===== src/rtl/sub_pkg.sv =====
// Shared types and constants for the bit-serial subtractor.
// The FSM state type, the default width and the counter-width helper live here.
package sub_pkg;

    typedef enum logic [1:0] {
        IDLE  = 2'd0,
        SHIFT = 2'd1,
        DONE  = 2'd2
    } sub_state_t;

    localparam int SUB_W = 7;

    // Keeps the counter at least one bit wide for degenerate widths.
    function automatic int cnt_width(input int w);
        return (w > 1) ? $clog2(w) : 1;
    endfunction

    localparam int SUB_CNT_W = cnt_width(SUB_W);

endpackage


===== src/rtl/full_sub_cell.sv =====
// One-bit full subtractor: d = a - b - bin, with the borrow out of this bit.
// The serial top reuses this single cell for every bit position.
module full_sub_cell (
    input  logic a,
    input  logic b,
    input  logic bin,
    output logic d,
    output logic bout
);

    assign d    = a ^ b ^ bin;
    assign bout = (~a & b) | (~(a ^ b) & bin);

endmodule


===== src/rtl/serial_sub7.sv =====
// Bit-serial subtractor: a - b - bi over WIDTH clocks, LSB first, with a start/done handshake.
// diff/bo are registered and only update on the edge that finishes an operation.
module serial_sub7
    import sub_pkg::*;
#(
    parameter int WIDTH = SUB_W
) (
    input  logic             clk,
    input  logic             rst,
    input  logic             start,
    input  logic [WIDTH-1:0] a_in,
    input  logic [WIDTH-1:0] b_in,
    input  logic             bi,
    output logic [WIDTH-1:0] diff,
    output logic             bo,
    output logic             busy,
    output logic             done
);

    localparam int CNT_W = cnt_width(WIDTH);
    localparam logic [CNT_W-1:0] LAST_BIT = CNT_W'(WIDTH - 1);

    sub_state_t       state_reg, state_next;
    logic [WIDTH-1:0] a_sr_reg, b_sr_reg, res_sr_reg;
    logic [WIDTH-1:0] res_next;
    logic [CNT_W-1:0] cnt_reg;
    logic             br_reg;
    logic [WIDTH-1:0] diff_reg;
    logic             bo_reg;

    logic load, step, last;
    logic cell_d, cell_bout;

    full_sub_cell u_cell (
        .a    (a_sr_reg[0]),
        .b    (b_sr_reg[0]),
        .bin  (br_reg),
        .d    (cell_d),
        .bout (cell_bout)
    );

    // Result bits arrive LSB first, so they enter at the top and walk down.
    assign res_next = {cell_d, res_sr_reg[WIDTH-1:1]};

    always_ff @(posedge clk or posedge rst) begin
        if (rst) begin
            state_reg <= IDLE;
        end else begin
            state_reg <= state_next;
        end
    end

    always_comb begin
        state_next = state_reg;
        load       = 1'b0;
        step       = 1'b0;
        last       = 1'b0;
        case (state_reg)
            IDLE: begin
                if (start) begin
                    state_next = SHIFT;
                    load       = 1'b1;
                end
            end
            SHIFT: begin
                step = 1'b1;
                if (cnt_reg == LAST_BIT) begin
                    state_next = DONE;
                    last       = 1'b1;
                end
            end
            DONE: begin
                state_next = IDLE;
            end
            default: begin
                state_next = IDLE;
            end
        endcase
    end

    always_ff @(posedge clk or posedge rst) begin
        if (rst) begin
            a_sr_reg   <= '0;
            b_sr_reg   <= '0;
            res_sr_reg <= '0;
            cnt_reg    <= '0;
            br_reg     <= 1'b0;
            diff_reg   <= '0;
            bo_reg     <= 1'b0;
        end else if (load) begin
            a_sr_reg   <= a_in;
            b_sr_reg   <= b_in;
            res_sr_reg <= '0;
            cnt_reg    <= '0;
            br_reg     <= bi;
        end else if (step) begin
            a_sr_reg   <= a_sr_reg >> 1;
            b_sr_reg   <= b_sr_reg >> 1;
            res_sr_reg <= res_next;
            cnt_reg    <= cnt_reg + CNT_W'(1);
            br_reg     <= cell_bout;
            if (last) begin
                diff_reg <= res_next;
                bo_reg   <= cell_bout;
            end
        end
    end

    assign diff = diff_reg;
    assign bo   = bo_reg;
    assign busy = (state_reg != IDLE);
    assign done = (state_reg == DONE);

endmodule


===== config.mk =====
export PLATFORM = sky130hd
export DESIGN_NAME = serial_sub7
export DESIGN_NICKNAME = d
export VERILOG_FILES = /design/src/rtl/sub_pkg.sv /design/src/rtl/full_sub_cell.sv /design/src/rtl/serial_sub7.sv
export SDC_FILE = /design/constraint.sdc
export NUM_CORES = 1
export LEC_CHECK = 0
export CAP_MARGIN = 20
export CORE_AREA = 5 5 60 62
export DETAILED_ROUTE_END_ITERATION = 8
export DIE_AREA = 0 0 65 67
export GPL_ROUTABILITY_DRIVEN = 0
export PLACE_DENSITY_LB_ADDON = 0.3
export SLEW_MARGIN = 0
export SYNTH_ARGS = -nofsm -noshare
export SYNTH_HDL_FRONTEND = slang
export SYNTH_SLANG_ARGS = --single-unit

===== constraint.sdc =====
create_clock -name clk -period 2.06 [get_ports clk]
set_input_delay 0.412 -clock clk [delete_from_list [all_inputs] [get_ports clk]]
set_output_delay 0.412 -clock clk [all_outputs]
set_load 0.005 [all_outputs]

# Yosys cells after proc, flatten, opt, wreduce, memory -nomap -nowiden
# Cells that the tools add are included.
dict set report word_totals {
  ff_bits 35
  in_bits 18
  output_inout_bits 10
}
dict set report op_classes {
  addsub 1
  eq_ne 5
  muxes 18
  n_bitwise 8
  n_reduce_logical 5
}
# operator n
set ops {}
lappend ops {{$mux 7} 6}
lappend ops {{$mux 1} 7}
lappend ops {{$mux 3} 2}
lappend ops {{$mux 2} 2}
lappend ops {{$ne 2x2->1 const B} 2}
lappend ops {{$pmux 2 s2} 1}
lappend ops {{$reduce_bool 2->1} 2}
lappend ops {{$add 3x1->3 const B} 1}
lappend ops {{$eq 3x3->1 const B} 1}
lappend ops {{$not 1->1} 3}
lappend ops {{$reduce_and 3->1} 1}
lappend ops {{$and 1x1->1} 2}
lappend ops {{$eq 2x1->1 const B} 1}
lappend ops {{$eq 2x2->1 const B} 1}
lappend ops {{$logic_not 2->1} 1}
lappend ops {{$reduce_and 2->1} 1}
lappend ops {{$xor 1x1->1} 2}
lappend ops {{$or 1x1->1} 1}

# Logic depth before layout (Yosys ltp)
# Gate-level depths: netlist (run 1).
dict set report depth {
  depth_word 6
  depth_mapped 5
  ltp_nobuf 5
}

# Hierarchy
# Synthesis (run 1) repeated with hierarchy kept, for this count alone.
dict set report unflattened {
  cells_unflattened 135
  hier_area_um2 1709.1
}
# module instances cells_per_inst area_each_um2
set modules_own_cells {}
lappend modules_own_cells {serial_sub7 1 131 1677.9}
lappend modules_own_cells {full_sub_cell 1 4 31.3}

# Least setup slack after synthesis (run 1)
# No wires, ideal clock.
dict set report synth_timing {
  kind {reg2out}
  start {reg state_reg[0]}
  end {out busy}
  t_arrival_ns 0.855
  required_time_ns 1.648
  setup_slack_ns 0.793
  path_stages_with_launch 5
  path_buffers 2
  path_cell_list {dfrtp_1 buf_6 buf_4 nor2_1 inv_1}
}
dict set report synth_via {
  elab_chain_len 1
}
# item line_no
set synth_lines {}
lappend synth_lines {{start: declaration} serial_sub7.sv:23} ;# sub_state_t state_reg, state_next;
lappend synth_lines {{start signal: assignment} serial_sub7.sv:49} ;# state_reg <= state_next;
lappend synth_lines {{$reduce_bool 2->1} serial_sub7.sv:111} ;# assign busy = (state_reg != IDLE);
lappend synth_lines {{end: declaration} serial_sub7.sv:16} ;# output logic busy,
# Every way passes these cells.

# Worst setup path after layout (run 1)
# Ends and elaborated chain as after synthesis.

==> results of run 1 <==
-- power groups by stage --
stage	Sequential (mW)	Combinational, mW	Clock [mW]
2_1_floorplan	1.15	0.814	0
3_5_place_dp	1.20	1.09	0
5_1_grt	1.23	1.19	0.397
4_1_cts	1.19	1.10	0.362
3_3_place_gp	1.19	1.04	0
6_report	1.19	1.08	0.358
-- worst reg2reg max path, cell delays in order (launching register included) --
cell and delay [ps]:
dfrtp_1 470, buf_4 220, or2_1 350, a21oi_1 200, nor2_1 50
-- layout by cell type (no fill, tap or decap) --
cell / Yosys / routed
a211oi_2: 1 / 1
nor3_1: 12 / 12
ha_1: 2 / 2
clkdlybuf4s50_1: 0 / 27
a21oi_2: 1 / 1
inv_1: 7 / 7
o22ai_2: 1 / 1
o211ai_1: 1 / 1
a31oi_1: 1 / 1
o21ai_0: 3 / 3
clkbuf_4: 0 / 5
fa_1: 1 / 1
o32ai_1: 11 / 11
a32o_1: 1 / 1
nand3b_1: 1 / 1
buf_4: 2 / 6
and2b_1: 1 / 1
a32oi_1: 1 / 1
o21bai_1: 1 / 1
a21oi_1: 6 / 6
nand2b_4: 2 / 2
nand4b_4: 1 / 1
nand2_1: 7 / 7
clkbuf_8: 0 / 1
nor2_1: 15 / 15
mux2_2: 7 / 7
dfrtp_1: 34 / 34
a22o_1: 6 / 6
or2_1: 1 / 1
nor3_2: 1 / 1
-- layout make-up --
cell class                 instances  area share (%)
timing repair buffer              33            16.6
sequential                        34            44.7
multi-input combinational         85            32.4
inverter                           7            1.38
clock buffer                       6            2.70
tap                               33            2.17
-- cell families (layout without fill, tap and decap cells) --
family | count (synthesis) | in the layout
AO/OA/AOI/OAI | 34 | 34
adder cells (fa/ha/maj) | 3 | 3
buffers and inverters | 18 | 46
flip-flops | 34 | 34
multiplexers | 7 | 7
AND/OR/NAND/NOR | 41 | 41
-- metal layers --
metal	share of wire [%]	global-route usage, %
met1	43	17.8
met2	51	28.5
met3	4.8	4.22
met4	2.0	8.97
met5	0	0
-- worst max path at each step --
stage / endpoint / slack, ps / cells after the start
after floorplan: busy / 790 / 4
after CTS: busy / 100 / 3
after detailed placement: a_sr_reg[0] / 310 / 4
after global placement: a_sr_reg[0] / 350 / 4
after global routing: busy / 20 / 3
final: busy / 90 / 3
-- stage by stage --
stage / utilization (%) / area (µm²) / hold slack, ps / power (mW)
2_1_floorplan: - / 1590 / 462 / 1.96
4_1_cts: 63.9 / 1900 / 498 / 2.65
5_1_grt: 63.9 / 1900 / 526 / 2.82
3_5_place_dp: 62.1 / 1850 / 493 / 2.30
3_3_place_gp: 62.1 / 1850 / 470 / 2.23
6_report: 63.9 / 1900 / 483 / 2.63
==> flow_summary.ini, run 1 <==
[run_status]
run_status = completed

[routing]
first_iter_violations = 31
drc = 0
routed_via_density = 5.83
wl_per_cell_um = 15.8
ant_nets = 0
dr.pass1.iters = 4
dr_total_vias = 1154
routed_wl_um = 3130

[worst_setup_path]
crit_slowest_cell = dfrtp_1
r2r_end = a_sr_reg[1]
critPathMaxFanout = 6
reg2reg_setup_slack_ps = 660
setup.worst_path.start = state_reg[0]
startpoint_type = flip-flop
crit_required_ps = 1650
end_kind = output pin
crit_family = buffers and inverters
critPathArrivalTime_ps = 1550
worst-path-buf-inv = 2
worstPathCellList = nor2_1, inv_1, clkdlybuf4s50_1
worstSetupPathType = flip-flop to output pin
slowest_delay_ps = 470
reg2reg_from = state_reg[0]
reg2reg_depth = 4

[final_layout]
diodes = 0
multi_input_area_um2 = 617
area_growth_syn_to_layout_pct = 19.5
final_cells = 198
n_fill_cell = 254
nets = 187
drive_above_1_share_pct = 15.8
ff_latch_area_um2 = 851

[yosys]
yosys-top-cells-count = dfrtp_1 (34), nor2_1 (15), nor3_1 (12)
synth_nets = 158
synthTopCellsByArea = dfrtp_1 (53%), o32ai_1 (6.1%), mux2_2 (5.0%)
synth_xor_xnor_area_share_pct = 0
postSynthAreaPerCell_um2 = 11.6
synth_compound_area_share_pct = 16.8
synth_top_family_by_area = compound AO/OA/AOI/OAI gates
yosysTopAreaCell = dfrtp_1
ys_warn_count = 0
synth_mux_area_share_pct = 4.95
synthCells = 137
yosys.area_share.adder_pct = 2.83
yosysSeqAreaShare_pct = 53.5
syn_area_mm2 = 0.00159
synth-seq-cells = 34
netlist.area_leader.share_pct = 53.5
synth-edff-count = 0
synthSimpleGateAreaFrac_pct = 14.2
ys_types = 29
synth_ff_type = dfrtp_1
synth.most_common_cell = dfrtp_1
postSynth.asyncResetShare_pct = 100

[cts]
numCtsBuffers = 5
cts.htree.levels = 2
postCtsHoldBufs = 0
post_cts_buffers = 0
tritoncts = yes
clkSlewWorstSetupHoldPaths_ps = 100
cts_sinks = 34
clk_root_buffer_cell = clkbuf_4
clockBufferDepth = 2
clk_latency_ps = 340
cts_resized = 0

[sta]
report.final.slew_viol_count = 0
setup-tns-final_ps = 0
period_share_pct = 95.4
hold_viol_final = 0
layout_min_cycle_time_ps = 1970
finClkSkew_ps = 8.71
fmax_ghz = 0.509
tightestPinTransition_ps = 425
rsz0062_at_grt = false
layout_setup_ws_ps = 94.8
setup_violations = 0
max-slew-margin-rel_pct = 71.7

[grt]
grt-ovfl-total = 0
antenna_found_initial = 0
track_usage_pct = 16.2
grt_pass1_vias = 1180
grt_pass1_wl_um = 5290
grt_max_degree = 35

[power]
swShare_pct = 34.7
power_density_mw_per_mm2 = 1380
pwr-share-clk_pct = 13.6
ir_drop_mv = 0.635
combPwrFrac_pct = 40.9
seqPwrFrac_pct = 45.4
netSwitchingPower_mw = 0.912
power_leakage_nw = 0.824
power.internal_mw = 1.71

[place]
pre_cts_slack_ps = 314
port_buffers = 27
dpl.cell_count = 192
dp.final_hpwl_um = 2240

[floorplanning]
coreArea_mm2 = 0.00298
fp.dieW_um = 65
initial_utilization_pct = 53.4
dieArea_mm2 = 0.00436
die_h_um = 67
row_count = 20
num_io_pins = 28

[min_path]
hp-class = input pin to asynchronous set/reset pin

[run]
drv_cap = 0
Note: power is estimated with default switching activity, not from simulation.
==> run 2: changes to the inputs <==
CORE_AREA = 5 5 70 72   (was 5 5 60 62)
DIE_AREA = 0 0 75 77   (was 0 0 65 67)
==> run 2 against run 1 <==
Via count is 0.78% higher. First-iteration DRC count is 52% higher. Flip-flop and latch count stayed put. Design area is 3.4% higher. Combinational power hardly changed. Largest cell class unchanged. Sequential power hardly changed. Clock skew is 1.5 ps lower. Die area is 33% higher. Critical path type unchanged. Non-clock buffer count stayed put. Power is 5.4% higher. Largest power group unchanged. Critical path depth stayed put.
==> flow_summary.ini, run 2 (synthesis results as in run 1) <==
[grt]
antenna_found_initial = 0
grt_pass1_wl_um = 5730
grt_max_degree = 35
grt_pass1_vias = 1246
grt-ovfl-total = 0
track_usage_pct = 12.7

[sta]
fmax_ghz = 0.545
layout_min_cycle_time_ps = 1830
rsz0062_at_grt = false
hold_viol_final = 0
tightestPinTransition_ps = 439
whs_ps = 485
period_share_pct = 89.0
setup-tns-final_ps = 0
setup_violations = 0
layout_setup_ws_ps = 226
max-slew-margin-rel_pct = 70.7
report.final.slew_viol_count = 0
finClkSkew_ps = 7.17

[worst_setup_path]
critPathMaxFanout = 5
worstPathCellList = nor2_1, inv_1, clkdlybuf4s50_1
reg2reg_depth = 3
r2r_end = diff[1]
crit_required_ps = 1650
reg2reg_setup_slack_ps = 670
startpoint_type = flip-flop
worstSetupPathType = flip-flop to output pin
critPathArrivalTime_ps = 1420
end_kind = output pin
setup.worst_path.start = state_reg[1]
slowest_delay_ps = 450
crit_slowest_cell = clkdlybuf4s50_1
reg2reg_from = state_reg[1]

[final_layout]
layout_commonest_cell = dfrtp_1
nets = 187
diodes = 0
area_growth_syn_to_layout_pct = 23.5
layout_common_cells = dfrtp_1 (34), clkdlybuf4s50_1 (27), nor2_1 (15)
n_fill_cell = 379
drive_above_1_share_pct = 16.2
final_cells = 219

[routing]
ant_nets = 0
routed_via_density = 5.31
routed_wl_um = 3250
dr.pass1.iters = 4
drc = 0
wl_per_cell_um = 14.8
first_iter_violations = 47
dr_total_vias = 1163

[run]
drv_cap = 0

[cts]
cts_sinks = 34
tritoncts = yes
clkSlewWorstSetupHoldPaths_ps = 70
cts_resized = 0
clk_latency_ps = 280
postCtsHoldBufs = 0
numCtsBuffers = 5
post_cts_buffers = 0
cts.htree.levels = 2
clockBufferDepth = 2
clk_root_buffer_cell = clkbuf_8

[power]
seqPwrFrac_pct = 42.8
power_leakage_nw = 0.842
combPwrFrac_pct = 39.1
netSwitchingPower_mw = 0.937
pwr-share-clk_pct = 18.1
power_density_mw_per_mm2 = 1410
ir_drop_mv = 0.540
swShare_pct = 33.8
p_total_mw = 2.77
power.internal_mw = 1.83

[floorplanning]
coreArea_mm2 = 0.00423
die_h_um = 77
row_count = 24
num_io_pins = 28
dieArea_mm2 = 0.00578
initial_utilization_pct = 37.6
fp.dieW_um = 75

[min_path]
hold-path-cell-count = 2
hold_end = bo
min-delay-start = bo
hp-class = flip-flop to flip-flop

[place]
pre_cts_slack_ps = 343
dpl.cell_count = 211
port_buffers = 27
dp.final_hpwl_um = 2310

[run_status]
run_status = completed
run 2: cell count changes in the layout (fill, tap and decap cells not counted):
cell / before / now
clkbuf_8: 1 / 6
clkinv_2: 0 / 1
clkbuf_4: 5 / 0
clkbuf_1: 0 / 1
run 2: stage by stage:
step           utilization (%)  area (µm²)
2_1_floorplan                -        1590
6_report                  46.4        1970
5_1_grt                   46.4        1970
3_3_place_gp              44.3        1870
4_1_cts                   46.4        1970
3_5_place_dp              44.3        1870
run 2: final cells by class:
class	instances	area, µm²	share of cell area, %
inverter	7	26.3	1.34
clock inverter	1	5.00	0.255
tap	52	65.1	3.31
multi-input combinational	85	617	31.4
timing repair buffer	33	315	16.0
clock buffer	7	86.3	4.39
sequential	34	851	43.3
run 2: critical path: cells and delay by family, from the launching register on:
kind	cells	cell delay [ps]
flip-flops	1	430
AND/OR/NAND/NOR	1	200
buffers and inverters	2	510
run 2: metal layers:
layer	up-vias	GRT usage [%]	wire length (µm)
li1	552	-	-
met1	568	16.8	1420
met2	39	19.5	1610
met3	4	4.84	199
met4	0	3.20	21
met5	-	0	0
run 2: power groups by stage:
| stage | Combinational, mW | Sequential [mW] | Clock (mW) |
|---|---|---|---|
| after floorplan | 0.814 | 1.15 | 0 |
| after global placement | 1.05 | 1.19 | 0 |
| after detailed placement | 1.10 | 1.20 | 0 |
| after CTS | 1.11 | 1.19 | 0.515 |
| after global routing | 1.24 | 1.23 | 0.542 |
| final | 1.08 | 1.18 | 0.500 |
run 2: how the worst max path moves through the flow:
stage	slack, ps	to	cells after the start
after CTS	220	busy	3
after global placement	370	a_sr_reg[0]	4
after floorplan	790	busy	4
after detailed placement	340	a_sr_reg[0]	4
final	230	busy	3
after global routing	120	done	3
==> run 3: changes to the inputs <==
MAX_ROUTING_LAYER = met4   (was default)
==> run 3 against run 2 <==
Critical path depth unchanged. Non-clock buffer count did not move. First-iteration DRC count up 11%. Global-route usage rose by 0.34 points. Critical endpoint unchanged. Largest cell class unchanged.
==> flow_summary.ini, run 3 (synthesis results as in run 1) <==
[run_status]
run_status = completed

[power]
power.internal_mw = 1.83
ir_drop_mv = 0.541
pwr-share-clk_pct = 18.0
power_density_mw_per_mm2 = 1410
combPwrFrac_pct = 39.2
swShare_pct = 33.9
power_leakage_nw = 0.842
seqPwrFrac_pct = 42.8
netSwitchingPower_mw = 0.940

[final_layout]
layout_commonest_cell = dfrtp_1
final_cells = 219
nets = 187
final_util_pct = 46.4
area_growth_syn_to_layout_pct = 23.5
layout_common_cells = dfrtp_1 (34), clkdlybuf4s50_1 (27), nor2_1 (15)
drive_above_1_share_pct = 16.2
diodes = 0

[sta]
fmax_ghz = 0.545
hold_viol_final = 0
report.final.slew_viol_count = 0
setup_violations = 0
period_share_pct = 89.0
rsz0062_at_grt = false
layout_setup_ws_ps = 226
setup-tns-final_ps = 0
tightestPinTransition_ps = 435
max-slew-margin-rel_pct = 71.0
layout_min_cycle_time_ps = 1830
finClkSkew_ps = 6.64

[routing]
dr_total_vias = 1163
wl_per_cell_um = 14.9
routed_via_density = 5.31
dr.pass1.iters = 5
first_iter_violations = 52
routed_wl_um = 3250
ant_nets = 0
drc = 0

[place]
port_buffers = 27
dpl.cell_count = 211
pre_cts_slack_ps = 343
dp.final_hpwl_um = 2310

[floorplanning]
coreArea_mm2 = 0.00423
row_count = 24
dieArea_mm2 = 0.00578
num_io_pins = 28
initial_utilization_pct = 37.6
fp.dieW_um = 75
die_h_um = 77

[run]
drv_cap = 0

[cts]
clk_latency_ps = 280
cts_sinks = 34
post_cts_buffers = 0
clockBufferDepth = 2
cts.htree.levels = 2
clkSlewWorstSetupHoldPaths_ps = 70
tritoncts = yes
numCtsBuffers = 5
cts_resized = 0
postCtsHoldBufs = 0
clk_root_buffer_cell = clkbuf_8

[grt]
track_usage_pct = 13.1
grt_pass1_wl_um = 5740
grt-ovfl-total = 0
grt_max_degree = 35
grt_pass1_vias = 1244
antenna_found_initial = 0

[worst_setup_path]
slowest_delay_ps = 450
worstPathCellList = nor2_1, inv_1, clkdlybuf4s50_1
crit_required_ps = 1650
crit_slowest_cell = clkdlybuf4s50_1
critPathMaxFanout = 4
end_kind = output pin
worstSetupPathType = flip-flop to output pin
startpoint_type = flip-flop
critPathArrivalTime_ps = 1420

[min_path]
hp-class = flip-flop to flip-flop
[run 3: through the flow]
step	hold slack (ps)	total power, mW	cell area (µm²)
finish	485	2.77	1970
global route	523	3.01	1970
CTS	496	2.81	1970
detailed placement	480	2.30	1870
global placement	478	2.24	1870
floorplan	462	1.96	1590
[run 3: final cells by class]
class                           instances  area, µm²
Fill cell                             379       2270
Sequential cell                        34        851
Multi-Input combinational cell         85        617
Timing Repair Buffer                   33        315
Clock buffer                            7       86.3
Tap cell                               52       65.1
Inverter                                7       26.3
Clock inverter                          1       5.00
[run 3: path summary, 6_finish.rpt]
check | startpoint | endpoint | slack, ps | depth (start not counted)
max reg2reg | state_reg[1] | diff[1] | 670 | 3
max | state_reg[0] | busy | 230 | 3
max in group asynchronous | rst | b_sr_reg[3] | 1210 | 3
min in group asynchronous | rst | br_reg | 540 | 3
min reg2reg | bo | bo | 480 | 2
min | bo | bo | 480 | 2
[run 3: critical path: cells and delay by family, from the launching register on]
| family | cells | cell delay (ps) |
|---|---|---|
| buffers and inverters | 2 | 510 |
| flip-flops | 1 | 420 |
| AND/OR/NAND/NOR | 1 | 210 |
[run 3: per-layer routing]
metal | up-vias | global-route usage (%) | part of all wire, %
met1 | 572 | 17.2 | 45
met2 | 35 | 19.4 | 49
met3 | 5 | 4.31 | 5.0
met4 | 0 | 3.20 | 0.86
met5 | - | - | 0
li1 | 551 | - | -
[run 3: power by group through the flow]
stage | clock [mW] | combinational, mW | sequential, mW
4_1_cts | 0.515 | 1.11 | 1.19
2_1_floorplan | 0 | 0.814 | 1.15
3_3_place_gp | 0 | 1.05 | 1.19
6_report | 0.499 | 1.09 | 1.19
3_5_place_dp | 0 | 1.10 | 1.20
5_1_grt | 0.542 | 1.24 | 1.23
